**config.mk**
```make
export PLATFORM = sky130hd
export DESIGN_NAME = mem_rr_arbiter
export DESIGN_NICKNAME = d
export VERILOG_FILES = /design/src/rtl/mem_rr_arbiter_pkg.sv /design/src/rtl/mem_rr_arbiter_picker.sv /design/src/rtl/mem_rr_arbiter.sv
export SDC_FILE = /design/constraint.sdc
export NUM_CORES = 1
export LEC_CHECK = 0
export BUFFER_PORTS_ARGS = -buffer_cell sky130_fd_sc_hd__buf_2
export CAP_MARGIN = 20
export CORE_UTILIZATION = 25
export CTS_CLUSTER_SIZE = 12
export DETAILED_ROUTE_END_ITERATION = 8
export PLACE_DENSITY = 0.54
export SETUP_SLACK_MARGIN = 0.2
export SLEW_MARGIN = 10
export SYNTH_ARGS = -nofsm -noshare
export SYNTH_HDL_FRONTEND = slang
export SYNTH_SLANG_ARGS = --single-unit
```
**constraint.sdc**
```tcl
create_clock -name clk -period 2 [get_ports clk]
set_input_delay 0.3 -clock clk [delete_from_list [all_inputs] [get_ports clk]]
set_output_delay 0.3 -clock clk [all_outputs]
set_load 0.05 [all_outputs]
```
**src/rtl/mem_rr_arbiter_pkg.sv**
```systemverilog
// Shared memory-controller constants, the arbiter state type and small
// index helpers used by the round-robin arbiter.
package mem_rr_arbiter_pkg;

  localparam int MEM_DATA_WIDTH_DEF    = 16;
  localparam int MEM_ADDR_WIDTH_DEF    = 8;
  localparam int MEM_NUM_CONSUMERS_DEF = 4;
  localparam int MEM_COUNT_WIDTH       = 32;

  typedef enum logic [2:0] {
    IDLE           = 3'd0,
    READ_WAITING   = 3'd1,
    WRITE_WAITING  = 3'd2,
    READ_RELAYING  = 3'd3,
    WRITE_RELAYING = 3'd4
  } mem_arb_state_t;

  // Width of a consumer index; a single consumer still needs one bit.
  function automatic int id_width(input int n);
    return (n > 1) ? $clog2(n) : 1;
  endfunction

  // Successor of a consumer index, wrapping at n.
  function automatic int rr_next(input int id, input int n);
    return (id + 1 >= n) ? 0 : id + 1;
  endfunction

endpackage

```
**src/rtl/mem_rr_arbiter_picker.sv**
```systemverilog
// Round-robin search: first asserted request at or after ptr, wrapping
// around the request vector.
module rr_priority_picker
  import mem_rr_arbiter_pkg::*;
#(
  parameter int NUM_REQ   = 4,
  parameter int IDX_WIDTH = 2
) (
  input  logic [NUM_REQ-1:0]   req,
  input  logic [IDX_WIDTH-1:0] ptr,
  output logic                 found,
  output logic [IDX_WIDTH-1:0] index
);

  logic [2*NUM_REQ-1:0] req_dbl;
  logic [NUM_REQ-1:0]   req_rot;
  int                   pos;

  // Rotate so bit 0 of req_rot is the consumer at ptr.
  assign req_dbl = {req, req};
  assign req_rot = req_dbl[ptr +: NUM_REQ];

  // Lowest rotated position wins; map it back to an absolute index.
  always_comb begin
    found = 1'b0;
    index = '0;
    pos   = 0;
    for (int i = 0; i < NUM_REQ; i++) begin
      if (!found && req_rot[i]) begin
        found = 1'b1;
        pos   = int'(ptr) + i;
        if (pos >= NUM_REQ) pos = pos - NUM_REQ;
        index = IDX_WIDTH'(pos);
      end
    end
  end

endmodule

```
**src/rtl/mem_rr_arbiter.sv**
```systemverilog
// Round-robin arbiter sharing one memory read/write channel between
// NUM_CONSUMERS requesters, one transaction in flight at a time.
module mem_rr_arbiter
  import mem_rr_arbiter_pkg::*;
#(
  parameter int DATA_WIDTH    = MEM_DATA_WIDTH_DEF,
  parameter int ADDRESS_WIDTH = MEM_ADDR_WIDTH_DEF,
  parameter int NUM_CONSUMERS = MEM_NUM_CONSUMERS_DEF,
  parameter int WRITE_ENABLE  = 1,
  localparam int ID_W         = id_width(NUM_CONSUMERS)
) (
  input  logic                                  clk,
  input  logic                                  reset,
  input  logic [NUM_CONSUMERS-1:0]              consumer_read_valid,
  input  logic [ADDRESS_WIDTH*NUM_CONSUMERS-1:0] consumer_read_address,
  output logic [NUM_CONSUMERS-1:0]              consumer_read_ready,
  output logic [DATA_WIDTH*NUM_CONSUMERS-1:0]    consumer_read_data,
  input  logic [NUM_CONSUMERS-1:0]              consumer_write_valid,
  input  logic [ADDRESS_WIDTH*NUM_CONSUMERS-1:0] consumer_write_address,
  input  logic [DATA_WIDTH*NUM_CONSUMERS-1:0]    consumer_write_data,
  output logic [NUM_CONSUMERS-1:0]              consumer_write_ready,
  output logic                                  mem_read_valid,
  output logic [ADDRESS_WIDTH-1:0]              mem_read_address,
  input  logic                                  mem_read_ready,
  input  logic [DATA_WIDTH-1:0]                 mem_read_data,
  output logic                                  mem_write_valid,
  output logic [ADDRESS_WIDTH-1:0]              mem_write_address,
  output logic [DATA_WIDTH-1:0]                 mem_write_data,
  input  logic                                  mem_write_ready,
  output logic                                  grant_valid,
  output logic [ID_W-1:0]                       grant_id,
  output logic [MEM_COUNT_WIDTH-1:0]            completed_count
);

  localparam bit WR_EN = (WRITE_ENABLE != 0);

  mem_arb_state_t state_q, state_d;

  logic [ID_W-1:0]            rr_ptr_q, rr_ptr_d;
  logic [ID_W-1:0]            grant_id_q, grant_id_d;
  logic                       grant_valid_q, grant_valid_d;
  logic                       mrv_q, mrv_d;
  logic [ADDRESS_WIDTH-1:0]   mra_q, mra_d;
  logic                       mwv_q, mwv_d;
  logic [ADDRESS_WIDTH-1:0]   mwa_q, mwa_d;
  logic [DATA_WIDTH-1:0]      mwd_q, mwd_d;
  logic [NUM_CONSUMERS-1:0]   crr_q, crr_d;
  logic [NUM_CONSUMERS-1:0]   cwr_q, cwr_d;
  logic [DATA_WIDTH-1:0]      rd_data_q [NUM_CONSUMERS];
  logic [DATA_WIDTH-1:0]      rd_data_d [NUM_CONSUMERS];
  logic [MEM_COUNT_WIDTH-1:0] count_q, count_d;

  logic [ADDRESS_WIDTH-1:0]   rd_addr_arr [NUM_CONSUMERS];
  logic [ADDRESS_WIDTH-1:0]   wr_addr_arr [NUM_CONSUMERS];
  logic [DATA_WIDTH-1:0]      wr_data_arr [NUM_CONSUMERS];

  logic [NUM_CONSUMERS-1:0]   req_vec;
  logic                       pick_found;
  logic [ID_W-1:0]            pick_idx;

  for (genvar g = 0; g < NUM_CONSUMERS; g++) begin : g_unpack
    assign rd_addr_arr[g] = consumer_read_address[g*ADDRESS_WIDTH +: ADDRESS_WIDTH];
    assign wr_addr_arr[g] = consumer_write_address[g*ADDRESS_WIDTH +: ADDRESS_WIDTH];
    assign wr_data_arr[g] = consumer_write_data[g*DATA_WIDTH +: DATA_WIDTH];
    assign consumer_read_data[g*DATA_WIDTH +: DATA_WIDTH] = rd_data_q[g];
  end

  // With writes disabled, write requests never reach the picker.
  assign req_vec = WR_EN ? (consumer_read_valid | consumer_write_valid)
                         : consumer_read_valid;

  rr_priority_picker #(
    .NUM_REQ  (NUM_CONSUMERS),
    .IDX_WIDTH(ID_W)
  ) u_picker (
    .req  (req_vec),
    .ptr  (rr_ptr_q),
    .found(pick_found),
    .index(pick_idx)
  );

  // Next-state and next-output decode; everything holds unless a state acts.
  always_comb begin
    state_d       = state_q;
    rr_ptr_d      = rr_ptr_q;
    grant_id_d    = grant_id_q;
    grant_valid_d = grant_valid_q;
    mrv_d         = mrv_q;
    mra_d         = mra_q;
    mwv_d         = mwv_q;
    mwa_d         = mwa_q;
    mwd_d         = mwd_q;
    crr_d         = crr_q;
    cwr_d         = cwr_q;
    rd_data_d     = rd_data_q;
    count_d       = count_q;
    case (state_q)
      IDLE: begin
        if (pick_found) begin
          grant_id_d    = pick_idx;
          grant_valid_d = 1'b1;
          // A consumer with both requests pending gets its read first.
          if (consumer_read_valid[pick_idx]) begin
            mrv_d   = 1'b1;
            mra_d   = rd_addr_arr[pick_idx];
            state_d = READ_WAITING;
          end else if (WR_EN) begin
            mwv_d   = 1'b1;
            mwa_d   = wr_addr_arr[pick_idx];
            mwd_d   = wr_data_arr[pick_idx];
            state_d = WRITE_WAITING;
          end
        end
      end
      READ_WAITING: begin
        if (mem_read_ready) begin
          mrv_d                 = 1'b0;
          crr_d[grant_id_q]     = 1'b1;
          rd_data_d[grant_id_q] = mem_read_data;
          state_d               = READ_RELAYING;
        end
      end
      WRITE_WAITING: begin
        if (mem_write_ready) begin
          mwv_d             = 1'b0;
          cwr_d[grant_id_q] = 1'b1;
          state_d           = WRITE_RELAYING;
        end
      end
      READ_RELAYING: begin
        if (!consumer_read_valid[grant_id_q]) begin
          crr_d[grant_id_q] = 1'b0;
          grant_valid_d     = 1'b0;
          rr_ptr_d          = ID_W'(rr_next(int'(grant_id_q), NUM_CONSUMERS));
          count_d           = count_q + 1'b1;
          state_d           = IDLE;
        end
      end
      WRITE_RELAYING: begin
        if (!consumer_write_valid[grant_id_q]) begin
          cwr_d[grant_id_q] = 1'b0;
          grant_valid_d     = 1'b0;
          rr_ptr_d          = ID_W'(rr_next(int'(grant_id_q), NUM_CONSUMERS));
          count_d           = count_q + 1'b1;
          state_d           = IDLE;
        end
      end
      default: state_d = IDLE;
    endcase
  end

  // State and output registers; reset abandons any transaction in flight.
  always_ff @(posedge clk) begin
    if (reset) begin
      state_q       <= IDLE;
      rr_ptr_q      <= '0;
      grant_id_q    <= '0;
      grant_valid_q <= 1'b0;
      mrv_q         <= 1'b0;
      mra_q         <= '0;
      mwv_q         <= 1'b0;
      mwa_q         <= '0;
      mwd_q         <= '0;
      crr_q         <= '0;
      cwr_q         <= '0;
      count_q       <= '0;
      for (int i = 0; i < NUM_CONSUMERS; i++) rd_data_q[i] <= '0;
    end else begin
      state_q       <= state_d;
      rr_ptr_q      <= rr_ptr_d;
      grant_id_q    <= grant_id_d;
      grant_valid_q <= grant_valid_d;
      mrv_q         <= mrv_d;
      mra_q         <= mra_d;
      mwv_q         <= mwv_d;
      mwa_q         <= mwa_d;
      mwd_q         <= mwd_d;
      crr_q         <= crr_d;
      cwr_q         <= cwr_d;
      count_q       <= count_d;
      rd_data_q     <= rd_data_d;
    end
  end

  assign mem_read_valid       = mrv_q;
  assign mem_read_address     = mra_q;
  assign mem_write_valid      = WR_EN & mwv_q;
  assign mem_write_address    = mwa_q;
  assign mem_write_data       = mwd_q;
  assign consumer_read_ready  = crr_q;
  assign consumer_write_ready = WR_EN ? cwr_q : '0;
  assign grant_valid          = grant_valid_q;
  assign grant_id             = grant_id_q;
  assign completed_count      = count_q;

endmodule
```
## Yosys cells after proc, flatten, opt, wreduce, memory -nomap -nowiden

Index checks and enable logic that the tools add are counted.

| storage, ports and cells | value |
|---|---|
| bits in registers | 146 |
| bits of input ports | 156 |
| output and inout bits | 141 |

| cells by class | value |
|---|---|
| $add $sub $neg | 9 |
| magnitude comparators | 11 |
| eq/ne operators | 11 |
| shift-type cells | 1 |
| muxes and demuxes | 64 |
| bitwise logic cells | 9 |
| reduce and logical (&&, ||, !) cells | 26 |

Operators with widths:

| operator | number |
|---|---|
| $bwmux 64 | 1 |
| $mux 32 | 2 |
| $pmux 32 s2 | 1 |
| $mux 16 | 3 |
| $add 32x1->32 const B | 1 |
| $bmux 16 s2 | 1 |
| $bmux 8 s2 | 2 |
| $demux 16 s2 | 1 |
| $mux 8 | 4 |
| $mux 2 | 12 |
| $ge 3x3->1 const B | 6 |
| $mux 1 | 17 |
| $mux 4 | 4 |
| $pmux 4 s2 | 2 |
| $mux 3 | 5 |
| $pmux 3 s5 | 1 |
| $reduce_and 3->1 | 5 |
| $ne 2x2->1 const B | 7 |
| $or 4x4->4 | 3 |
| $reduce_and 4->1 | 3 |
| $reduce_bool 2->1 | 5 |
| $and 4x4->4 | 2 |
| $shiftx 8x3->4 | 1 |
| $sub 2x1->2 const B | 4 |
| 23 further kinds | 38 |

## Depth between registers and ports, before layout

| logic depth | value |
|---|---|
| word-level depth | 17 |
| gate-level depth with buffers | 9 |
| mapped depth without buffers | 6 |

## Cells and area by module

Synthesis repeated with hierarchy kept, for this count alone.

| second synthesis, totals | value |
|---|---|
| cell total of the unflattened synthesis | 726 |
| area, all modules | 6542.5 µm² |

By module, submodules not included:

| module | times used | cells an instance | area an instance (µm²) |
|---|---|---|---|
| mem_rr_arbiter | 1 | 714 | 6468.7 |
| rr_priority_picker | 1 | 12 | 73.8 |

## Worst setup path before layout

OpenSTA, ideal clock, no wires.

| timing path | value |
|---|---|
| path kind | reg2reg |
| start | reg grant_id_q[1], in the netlist grant_id[1] |
| end | reg count_q[22], in the netlist completed_count[22] |
| library setup time | 0.128 ns |
| arrival | 2.396 ns |
| required time | 1.872 ns |
| path slack | -0.523 ns |
| cell stages (with the launch flop) | 8 |
| clock period less this slack | 2.523 ns |
| path through | dfxtp_1 -> mux4_2 -> a22o_1 -> or2_1 -> clkbuf_2 -> nor4_1 -> xnor2_1 -> nor2_1 |

| on the way | value |
|---|---|
| cells in the longest elaborated chain, start to end | 4 |

RTL lines:

| item | RTL line | source |
|---|---|---|
| start, declared | mem_rr_arbiter.sv:40 | `logic [ID_W-1:0] grant_id_q, grant_id_d;` |
| start signal, assigned | mem_rr_arbiter.sv:171 | `grant_id_q <= grant_id_d;` |
| $bmux 1 s2, on equally long branches | mem_rr_arbiter.sv:140, mem_rr_arbiter.sv:131 |  |
| $mux 1, on equally long branches | mem_rr_arbiter.sv:140, mem_rr_arbiter.sv:131 |  |
| $ne 2x2->1 (no line) | n/a |  |
| $reduce_and 3->1 (no line) (*) | n/a |  |
| end signal, assigned | mem_rr_arbiter.sv:180 | `count_q <= count_d;` |
| end, declared | mem_rr_arbiter.sv:51 | `logic [MEM_COUNT_WIDTH-1:0] count_q, count_d;` |

Mark *: on every way between the ends. The rest lies on a longest branch, timed or not. The select of a mux whose other input is x is not followed.
A chain may end at the register's enable or synchronous reset.

## Worst setup path in the final report

| timing path | value |
|---|---|
| start | reg grant_id_q[1], in the netlist grant_id[1] |
| end | reg count_q[10], in the netlist completed_count[10] |

Same word-level chain as after synthesis.

==> results.py <==
metrics = {
    "sta": {
        "whs_ns": 0.150,
        "tns_ns": -0.519,
        "maxSlewHeadroom_pct": 70.5,
        "rsz0062_at_grt": "true",
        "worstMarginPinSlew_ns": 0.443,
        "period_needed_ns": 2.07,
        "drv_slew": 0,
        "setup_ws_ns": -0.0686,
        "fmax_mhz": 483,
        "setup_viol": 23,
        "hold_viol": 0,
        "skew_ns": 0.0105,
        "min_period_over_period_pct": 103,
    },
    "worst_setup_path": {
        "worstPathCellList": "mux4_2, a22o_4, or2_4, or3_1, a21oi_2",
        "crit_path_end_kind": "flop",
        "path_buf_inv": 0,
        "path_class": "reg -> reg",
        "start_kind": "flop",
        "r2r_start": "grant_id[1]",
        "path_max_fanout": 7,
        "path_delay_family": "simple AND/OR/NAND/NOR gates",
        "crit_path_max_incr_delay_ns": 0.55,
        "cp_slowest_cell": "mux4_2",
        "required_ns": 2.36,
        "cp_data_arrival_time_ns": 2.42,
        "startpoint": "grant_id[1]",
    },
    "cells_and_area": {
        "multi_input_comb_area_mm2": 0.00410,
        "fillerInstances": 2714,
        "nets": 1393,
        "drive_gt1_share_pct": 43.2,
        "area_delta_synth_final_pct": 57.3,
        "stdcell_count": 1580,
        "seq_area_mm2": 0.00297,
        "final_util_pct": 40.3,
        "mostFrequentLayoutCell": "buf_2",
        "layout_common_cells": "buf_2 (295), nand2_1 (260), dfxtp_1 (127), a21oi_1 (97), buf_4 (64)",
    },
    "yosys": {
        "synth-seq-cells": 146,
        "syn_avg_cell_area_um2": 7.66,
        "syn_inst": 878,
        "yosysSeqAreaShare_pct": 43.5,
        "synth_edf_count": 0,
        "synth_area_mm2": 0.00672,
        "syn_nets": 1040,
        "synth-async-reset-ratio_pct": 0,
        "ys_types": 57,
        "yosys_warnings": 0,
        "synthFlopType": "dfxtp_1",
    },
    "power": {
        "switching_power_w": 0.00458,
        "seqPwrFrac_pct": 31.2,
        "peakVddDrop_uv": 468,
        "cellPowerDensity_mw_per_mm2": 1050,
        "leakage_nw": 4.72,
        "internal-power_w": 0.00655,
        "p_sw_share_pct": 41.2,
        "clockPowerShare_pct": 28.2,
        "p_total_w": 0.0111,
        "comb_power_share_pct": 40.6,
    },
    "floorplanning": {
        "placementRows": 59,
        "io_pins": 297,
        "die_height_um": 166,
        "core_area_mm2": 0.0262,
        "start_util_pct": 25.7,
        "die-area_mm2": 0.0276,
        "die_w_um": 166,
    },
    "routing": {
        "ant_nets": 0,
        "drt-initial-drc-count": 444,
        "wl_per_cell_um": 15.8,
        "drc": 32,
        "vias": 7427,
        "viasPerCell": 4.70,
        "wirelength_mm": 24.9,
        "drt_first_pass_iters": 7,
    },
    "placed_design": {
        "io_buffer_count": 296,
        "place.gp.congestion": 0.819,
        "hpwl_mm": 18.0,
        "placed_cells": 1520,
    },
    "cts": {
        "clock-root-buffer": "clkbuf_16",
        "cts_max_level": 4,
        "clkTransAtPathRegs_ns": 0.07,
        "cts_inserted_buffers": 17,
        "cts_buffer_depth": 2,
        "clock_sinks": 146,
        "cts_tree": "done",
        "clock_latency_ns": 0.42,
    },
    "flow_run": {
        "cap_violations": 0,
    },
    "grt": {
        "grt_pass1_wl_mm": 38.5,
        "antenna_found_initial": 1,
        "grt_max_degree": 96,
        "grt-ovfl-total": 0,
        "grt_pass1_vias": 6951,
        "grt_use_total_pct": 17.7,
    },
    "min_path": {
        "min_from": "mem_read_data[4]",
        "hp-class": "in -> reg",
    },
    "run_status": {
        "violations": "design-rule violations, negative setup slack",
        "status": "complete, but fails checks",
    },
}
[cell families (layout without fill, tap and decap cells)]
logic type	Yosys count	after routing	synth area share, %
AOI/OAI and AO/OA	183	183	17.6
xor gates and xnor gates	30	30	3.91
adders and majority gates	6	6	1.12
buffers and inverters	74	440	4.56
DFF	146	146	43.5
muxes	6	6	1.32
other	0	1	0
and+or+nand+nor	433	433	28.0
[cell type report]
cell class              count  area share (%)
flip-flops and latches    146            28.1
clock inverters            15            1.40
clock buffers              17            4.02
multi-input cells         658            38.7
well taps                 335            3.96
diodes                      1          0.0237
repair buffers            392            23.2
inverters                  16           0.568
[layer usage]
layer	vias up	GRT usage [%]	routed length, um
met5	-	0	0
met4	0	5.44	417
met3	23	4.00	1650
met2	247	29.3	12000
met1	3446	22.9	10900
li1	3711	-	-
[registers in the layout, indices dropped and copies added (netlist names), named ones only]
name	flops
rr_ptr_q	2
mem_write_address	8
grant_id	2
consumer_read_data	64
mem_write_data	16
completed_count	32
mem_read_valid	1
mem_write_valid	1
state_q	3
grant_valid	1
mem_read_address	8
[path summary, 6_finish.rpt]
kind	end	slack [ns]	depth (start not counted)
min	consumer_read_data[4]	0.15	3
max	completed_count[10]	-0.07	5
max reg2reg	completed_count[10]	-0.07	5
min reg2reg	consumer_read_data[21]	0.45	2
[synthesized netlist by cell type, types with 9 or more instances]
library cell,count,share of area (%)
nor4_1,11,1.0
dfxtp_1,146,43
inv_1,16,0.89
a22o_1,9,1.2
nor2_1,59,3.3
xnor2_1,22,2.9
buf_2,10,0.74
a21oi_1,112,8.3
nand2_1,269,15
nand3_1,34,2.5
nor3_1,9,0.67
clkbuf_1,41,2.3
a32o_1,24,3.6
[tightest hold or removal path: stages]
cell and delay [ns]:
buf_2 0.12, nand2_1 0.05, a21oi_1 0.05
[repair_timing]
action	CTS	global route
buffers inserted	9	15
hold endpoints to repair	0	0
gates cloned	3	0
gates resized for setup	53	60
hold buffers	0	0
pin swaps	22	47
setup endpoints to repair	75	119
[stage by stage]
step	setup WS [ns]	area (um^2)
detailed placement	-0.214	9190
global placement	-0.230	9190
finish	-0.0686	10600
floorplan	-0.0921	6950
global route	-0.135	10600
CTS	-0.0575	10200
[power groups by stage]
stage	combinational [W]	clock [W]	sequential (W)
floorplan	0.00155	0	0.00461
global placement	0.00399	0	0.00353
detailed placement	0.00399	0	0.00354
CTS	0.00436	0.00324	0.00348
global route	0.00482	0.00340	0.00352
finish	0.00452	0.00314	0.00348
No activity file was read; power rests on OpenSTA's default activity.
